==> config.mk <==
export PLATFORM = sky130hd
export DESIGN_NAME = t5_fetch
export DESIGN_NICKNAME = d
export VERILOG_FILES = /design/src/rtl/t5_fetch.sv
export SDC_FILE = /design/constraint.sdc
export NUM_CORES = 1
export LEC_CHECK = 0
export ABC_AREA = 0
export BUFFER_PORTS_ARGS = -buffer_cell sky130_fd_sc_hd__buf_2
export CORE_ASPECT_RATIO = 1.1
export CORE_MARGIN = 1
export CORE_UTILIZATION = 24
export DETAILED_ROUTE_END_ITERATION = 16
export PLACE_DENSITY = 0.48
export RECOVER_POWER = 50
export SKIP_CTS_REPAIR_TIMING = 1
export SLEW_MARGIN = 20
export SYNTH_ARGS = -nofsm -noshare
export SYNTH_HDL_FRONTEND = slang
export SYNTH_SLANG_ARGS = --single-unit
export TNS_END_PERCENT = 1
==> constraint.sdc <==
create_clock -name sclk -period 6.25 [get_ports sclk]
set_clock_uncertainty 0.1 [all_clocks]
set_input_delay 0.625 -clock sclk [delete_from_list [all_inputs] [get_ports sclk]]
set_output_delay 0.625 -clock sclk [all_outputs]
set_load 0.03 [all_outputs]
==> src/rtl/t5_fetch.sv <==
// T5 RV32 fetch stage: Wishbone classic master, one request in flight, zero-latency ack-to-decode path.
// Backpressure: sstall during an ack parks the word in ibuf and drops strobe until decode takes it.
// Optional T5_FETCH_MISALIGN_EN: misaligned redirect raises fmis and parks fetch in STOP.
`timescale 1ns/1ps
module t5_fetch #(
    parameter int                XLEN         = 32,
    parameter logic [XLEN-1:0]   RESET_VECTOR = '0
) (
    input  logic            sclk,
    input  logic            srst,
    input  logic            xbra,
    input  logic [XLEN-1:0] xtgt,
    input  logic            sstall,
    output logic [XLEN-1:0] fpc,
    output logic [XLEN-1:0] finst,
    output logic            sena,
`ifdef T5_FETCH_MISALIGN_EN
    output logic            fmis,
`endif
    output logic [XLEN-1:0] iwb_adr,
    output logic            iwb_cyc,
    output logic            iwb_stb,
    output logic            iwb_we,
    output logic [3:0]      iwb_sel,
    input  logic [XLEN-1:0] iwb_dat,
    input  logic            iwb_ack
);

`ifdef T5_FETCH_MISALIGN_EN
    typedef enum logic [2:0] {S_IDLE, S_FETCH, S_FLUSH, S_HOLD, S_STOP} state_t;
`else
    typedef enum logic [1:0] {S_IDLE, S_FETCH, S_FLUSH, S_HOLD} state_t;
`endif

    localparam logic [XLEN-1:0] NOP = 32'h0000_0013;

    state_t          state_q, state_d;
    logic [XLEN-1:0] npc_q, npc_d;
    logic [XLEN-1:0] adr_q, adr_d;
    logic [XLEN-1:0] ibuf_q, ibuf_d;
    logic [XLEN-1:0] tgt;
    logic [XLEN-1:0] npc_inc;

`ifdef T5_FETCH_MISALIGN_EN
    logic fmis_q, fmis_d;
    logic mis;
    assign tgt  = xtgt;
    assign mis  = xbra && (xtgt[1:0] != 2'b00);
    assign fmis = fmis_q;
`else
    assign tgt = xtgt & ~32'h3;
`endif

    // Only bits [31:2] count; the carry out of bit 31 is dropped for natural wrap.
    assign npc_inc = {npc_q[XLEN-1:2] + {{(XLEN-3){1'b0}}, 1'b1}, 2'b00};

    assign iwb_adr = adr_q;
    assign fpc     = adr_q;
    assign iwb_we  = 1'b0;
    assign iwb_sel = 4'hF;

    always_comb begin
        state_d = state_q;
        npc_d   = npc_q;
        adr_d   = adr_q;
        ibuf_d  = ibuf_q;
`ifdef T5_FETCH_MISALIGN_EN
        fmis_d  = fmis_q;
`endif
        iwb_cyc = 1'b0;
        iwb_stb = 1'b0;
        sena    = 1'b0;
        finst   = ibuf_q;
        case (state_q)
            S_IDLE: begin
                adr_d   = npc_q;
                state_d = S_FETCH;
            end
            S_FETCH: begin
                iwb_cyc = 1'b1;
                iwb_stb = 1'b1;
                finst   = iwb_dat;
                if (xbra && iwb_ack) begin
                    adr_d = tgt;
                    npc_d = tgt;
                end else if (xbra) begin
                    // Address must stay put until the slave ends the cycle.
                    npc_d   = tgt;
                    state_d = S_FLUSH;
                end else if (iwb_ack && sstall) begin
                    ibuf_d  = iwb_dat;
                    state_d = S_HOLD;
                end else if (iwb_ack) begin
                    sena  = 1'b1;
                    adr_d = npc_inc;
                    npc_d = npc_inc;
                end
            end
            S_FLUSH: begin
                iwb_cyc = 1'b1;
                iwb_stb = 1'b1;
                finst   = iwb_dat;
                if (xbra)
                    npc_d = tgt;
                if (iwb_ack) begin
                    adr_d   = xbra ? tgt : npc_q;
                    state_d = S_FETCH;
                end
            end
            S_HOLD: begin
                sena = !sstall && !xbra;
                if (xbra) begin
                    adr_d   = tgt;
                    npc_d   = tgt;
                    state_d = S_FETCH;
                end else if (!sstall) begin
                    adr_d   = npc_inc;
                    npc_d   = npc_inc;
                    state_d = S_FETCH;
                end
            end
`ifdef T5_FETCH_MISALIGN_EN
            S_STOP: begin
                if (xbra) begin
                    fmis_d  = 1'b0;
                    adr_d   = tgt;
                    npc_d   = tgt;
                    state_d = S_FETCH;
                end
            end
`endif
            default: state_d = S_IDLE;
        endcase
`ifdef T5_FETCH_MISALIGN_EN
        // A misaligned redirect beats everything else once fetch is running.
        if (mis && state_q != S_IDLE) begin
            npc_d   = xtgt;
            fmis_d  = 1'b1;
            sena    = 1'b0;
            state_d = S_STOP;
        end
`endif
    end

    always_ff @(posedge sclk or posedge srst) begin
        if (srst) begin
            state_q <= S_IDLE;
            npc_q   <= RESET_VECTOR;
            adr_q   <= RESET_VECTOR;
            ibuf_q  <= NOP;
`ifdef T5_FETCH_MISALIGN_EN
            fmis_q  <= 1'b0;
`endif
        end else begin
            state_q <= state_d;
            npc_q   <= npc_d;
            adr_q   <= adr_d;
            ibuf_q  <= ibuf_d;
`ifdef T5_FETCH_MISALIGN_EN
            fmis_q  <= fmis_d;
`endif
        end
    end

endmodule

# Word-level counts from Yosys, hierarchy flattened

Cells that the tools add are included.

Add/subtract/negate cells: 1
Equal/unequal tests: 12
Mux-type cells: 26
Bitwise operators: 2
Reductions and logical operators: 12

Operators by type and width:

| cell                    | count |
|---|---|
| $mux W32                | 11 |
| $pmux W32 S4            | 1 |
| $pmux W32 S3            | 1 |
| $add A30 B1 Y30 const B | 1 |
| $ne A3 B3 Y1 const B    | 5 |
| $mux W2                 | 6 |
| $reduce_and A4 Y1       | 3 |
| $ne A4 B4 Y1 const B    | 2 |
| $pmux W2 S4             | 1 |
| $mux W1                 | 5 |
| $reduce_and A5 Y1       | 1 |
| $eq A2 B2 Y1 const B    | 2 |
| $ne A2 B2 Y1 const B    | 2 |
| $logic_and A1 B1 Y1     | 3 |
| $reduce_bool A3 Y1      | 1 |
| $eq A2 B1 Y1 const B    | 1 |
| $logic_not A1 Y1        | 2 |
| $logic_not A2 Y1        | 1 |
| $not A1 Y1              | 2 |
| $pmux W1 S2             | 1 |
| $reduce_or A2 Y1        | 1 |

Flip-flop bits (word level): 98
Output and inout bits: 104

# Depth between registers and ports, before layout

Depth after elaboration: 6
Depth in mapped cells: 10
Depth with buffers taken out: 8

# Worst setup path after synthesis

Ideal clock, no wire load.

Path type: in2out
From: in xbra
To: out sena
Arrival time: 2129 ps
Data required time: 5525 ps
Setup slack: 3396 ps
Stages on the path: 5
Path buffers: 4
Cells stage by stage: buf_2 -> clkbuf_1 -> clkbuf_1 -> clkbuf_1 -> a211oi_1

Longest elaborated chain between the ends: 3
Elaborated cells between the ends (all ways): 6

Ends and longest elaborated chain:

| item                                           | RTL line | source |
|---|---|---|
| start, declared                                | 11       | `input logic xbra,` |
| $mux W1, or another cell as far along          | 86       | `end else if (xbra) begin` |
| $mux W1 or $logic_and A1 B1 Y1 (tied branches) | 83, 111  |  |
| $pmux W1 S2 (*)                                | 74       | `case (state_q)` |
| end, declared                                  | 16       | `output logic sena,` |

Every way passes the cells marked *; elsewhere a longest branch is shown, timed or not.

# Worst setup path in the final report

From: reg state_q[0]
To: reg adr_q[16], in the netlist fpc[16]

Longest elaborated chain between the ends: 3
Elaborated cells between the ends (all ways): 11

Ends and longest elaborated chain:

| item                                                   | RTL line | source |
|---|---|---|
| start, declared                                        | 37       | `state_t state_q, state_d;` |
| start signal, assigned                                 | 155      | `state_q <= state_d;` |
| $eq A2 B1 Y1 or $eq A2 B2 Y1 (tied branches)           | 74       |  |
| $ne A3 B3 Y1 (no line) or $ne A2 B2 Y1 (tied branches) | n/a      |  |
| $reduce_and A5 Y1 (no line)                            | n/a      |  |
| end signal, assigned                                   | 157      | `adr_q <= adr_d;` |
| end, declared                                          | 39       | `logic [XLEN-1:0] adr_q, adr_d;` |

Several ways; a longest one is shown, not always the timed one.
A chain may end at the register's enable or synchronous reset.

==> summary.md <==
| Metric | Value |
|---|---|
| Cells after synthesis | `885` |
| Vias per inst | `5.21` |
| #FFs+latches synth | `about 100` |
| CTS clock-pin slew for the worst setup and hold paths | `about 0.070 ns` |
| Worst slew margin | `-0.984` |
| GPL Wtd Cong | `~0.83` |
| Post-DRT Antenna Nets | `0` |
| Worst Setup SP | `state_q[0]$_DFFE_PP0P_` |
| Largest net degree at the start of global routing | `64` |
| Die Width | `170 µm` |
| Yosys warns | `0` |
| Max clock buf depth | `2` |
| Floorplan core area | `approximately 31,000 µm²` |
| Final net count | `around 1,000` |
| Drt total wl | `26,800 µm` |
| Power Density | `579 nW/µm²` |
| DP Cell Count | `1,352` |
| DIE HEIGHT | `around 190 µm` |
| Status | `finished with violations` |
| # clock sinks | `98` |
| DRT iter0 DRCs | `523` |
| RR Startpoint | `state_q[0]$_DFFE_PP0P_` |
| RR Endpoint | `fpc[16]$_DFFE_PP0P_` |
| Pins Over Slew Limit | `63` |
| Period minus WS final | `about 3.7 ns` |
| CTS tree | `yes` |
| VDD IR max | `0.244 mV` |
| Setup violators final | `0` |
| Clock Tree Root | `clkbuf_16` |
| Req. time, crit path | `6.40 ns` |
| Mapped cell area | `7450 µm²` |
| Initial antenna violation count | `3` |
| Hold Slack | `0.394 ns` |
| Fin cells | `1,369` |
| Netlist cell types | `76` |
| Crit path capture type | `flop` |
| HP Class | `reg2reg` |
| Leak pwr | `0.00336 µW` |
| Via count | `7,135` |
| Post-synth top area share | `0.319` |
| Register area share after synthesis | `0.330` |
| 1st-pass router iterations | `5` |
| Critical path type | `reg2reg` |
| Number of core rows | `67` |
| Initial Util | `0.244` |
| First-pass GRT wire length | `41,100 µm` |
| Max_cap viols | `1` |
| Reg2reg setup slack | `2.60 ns` |
| Global route total overflow | `0` |
| Failing checks | `max-capacitance violations, max-slew violations` |
| Synth top area cells | `dfrtp_1 (32%), mux2_2 (10%), o21ai_0 (5.0%)` |
| Fmax | `roughly 270 MHz` |
| Wire per inst | `19.6 µm` |
| CTS H-tree lvls | `3` |
| Crit path max fanout | `17` |
| Layout cell share with drive strength beyond 1 | `0.239` |
| Worst skew pair latency | `about 0.37 ns` |
| Most frequent cell after synthesis | `dfrtp_1` |
| Final period utilization | `0.584` |
| Vias in the first global route | `6,753` |
| TritonCTS Buffers | `9` |
| Startpoint types | `flop` |
| Die Area | `31,800 µm²` |
| Critical Path AT | `3.80 ns` |
| Synthesis-to-layout area growth | `13.7%` |
| Post-synth EDFFs | `0` |
| Ports | `173` |
| Ys flop type | `dfrtp_1` |
| Slew @ Worst Pin | `2.96 ns` |
| GRT Util Overall | `0.170` |
| R2R depth | `8` |
| Setup TNS | `0 ns` |
| Leading area contributor after synthesis | `dfrtp_1` |
| Synth cell count leaders | `dfrtp_1 (95), nand2_1 (81), o21ai_0 (74)` |
| Mean Syn Cell Area | `8.42 µm²` |
| DRC | `0` |
| Fin. Hold Viols | `0` |
| Asr flop ratio synth | `1.00` |
| Unrepaired setup endpoints after global routing | `no` |
| Hpwl dp | `around 18,000 µm` |
| I/O Buffers | `about 170` |
| CP endpoint | `fpc[16]$_DFFE_PP0P_` |
==> layer usage <==
metal	global-route usage	vias to the layer above	routed length (µm)	share of wire
met5	0	-	26	0.00097
met4	0.0617	4	658	0.025
met3	0.0250	44	1430	0.053
met2	0.281	260	13100	0.49
met1	0.222	3481	11600	0.43
li1	-	3346	-	-
==> worst min path at each step <==
stage	startpoint	end	cells after the start
2_1_floorplan	npc_q[0]$_DFFE_PP0P_	npc_q[0]$_DFFE_PP0P_	1
3_3_place_gp	npc_q[1]$_DFFE_PP0P_	npc_q[1]$_DFFE_PP0P_	1
3_5_place_dp	npc_q[0]$_DFFE_PP0P_	npc_q[0]$_DFFE_PP0P_	1
4_1_cts	srst	ibuf_q[5]$_DFFE_PP0P_	2
5_1_grt	iwb_dat[1]	ibuf_q[1]$_DFFE_PP1P_	2
6_report	npc_q[0]$_DFFE_PP0P_	npc_q[0]$_DFFE_PP0P_	1
==> area by class of cell <==
cell class / instances / area, µm²
inverters: 17 / 65.1
well taps: 414 / 518
clock inverters: 7 / 62.6
clock buffers: 9 / 225
repair buffers: 181 / 868
flip-flops and latches: 98 / 2460
multi-input cells: 642 / 4280
fillers: 3382 / 22000
diodes: 1 / 2.50
==> power breakdown <==
part / switching, µW / internal [µW] / leakage [µW]
combinational: 1990 / 995 / 0.00205
clock: 289 / 278 / 0.000138
sequential: 401 / 949 / 0.00117
==> kinds of logic after synthesis <==
family          after synthesis  share of synthesized area
mux                          73                      0.109
xor+xnor                     16                     0.0188
compound gates              278                      0.245
flops                        98                      0.330
fa+ha+maj                     5                    0.00840
simple gates                265                      0.188
other cells                   2                    0.00101
buf+inv                     148                      0.100
==> through the flow <==
| stage | power, µW | area, µm² | util | setup slack (ns) |
|---|---|---|---|---|
| floorplan | 3650 | 7460 | - | 2.97 |
| global placement | 4390 | 8260 | 0.271 | 2.75 |
| detailed placement | 4410 | 8260 | 0.271 | 2.74 |
| CTS | 5000 | 8550 | 0.280 | 2.66 |
| global route | 5260 | 8470 | 0.278 | 2.37 |
| finish | 4900 | 8470 | 0.278 | 2.60 |
==> flip-flops by register name, indices dropped and copies added, names as in the netlist <==
name     cells
fpc         32
ibuf_q      32
npc_q       32
state_q      2
==> critical path: stages (launching register included) <==
cell and delay, ns:
dfrtp_1 0.42, inv_1 0.10, ha_1 0.75, inv_1 0.49, nand2_1 0.81, o21ai_0 0.21
a311oi_1 0.29, a21oi_1 0.06, o311ai_0 0.30
==> cells in the final DEF, fill, tap and decap left out, drive strengths merged, types with 10 or more instances in the layout <==
| master | synthesis | routed |
|---|---|---|
| buf | 70 | 117 |
| dfrtp | 95 | 95 |
| nand2 | 82 | 82 |
| o21ai | 79 | 79 |
| clkbuf | 61 | 73 |
| mux2 | 67 | 67 |
| a21oi | 58 | 58 |
| nor2 | 58 | 58 |
| nand3 | 30 | 30 |
| a31oi | 26 | 26 |
| inv | 17 | 18 |
| nor3 | 17 | 17 |
| nor4 | 14 | 14 |
| nand4 | 12 | 12 |
| a211oi | 11 | 11 |
| o31ai | 11 | 11 |
| a311oi | 11 | 11 |
| and3 | 10 | 10 |
| o21a | 10 | 10 |
| or3 | 10 | 10 |
Power figures use the tool's default switching activity.
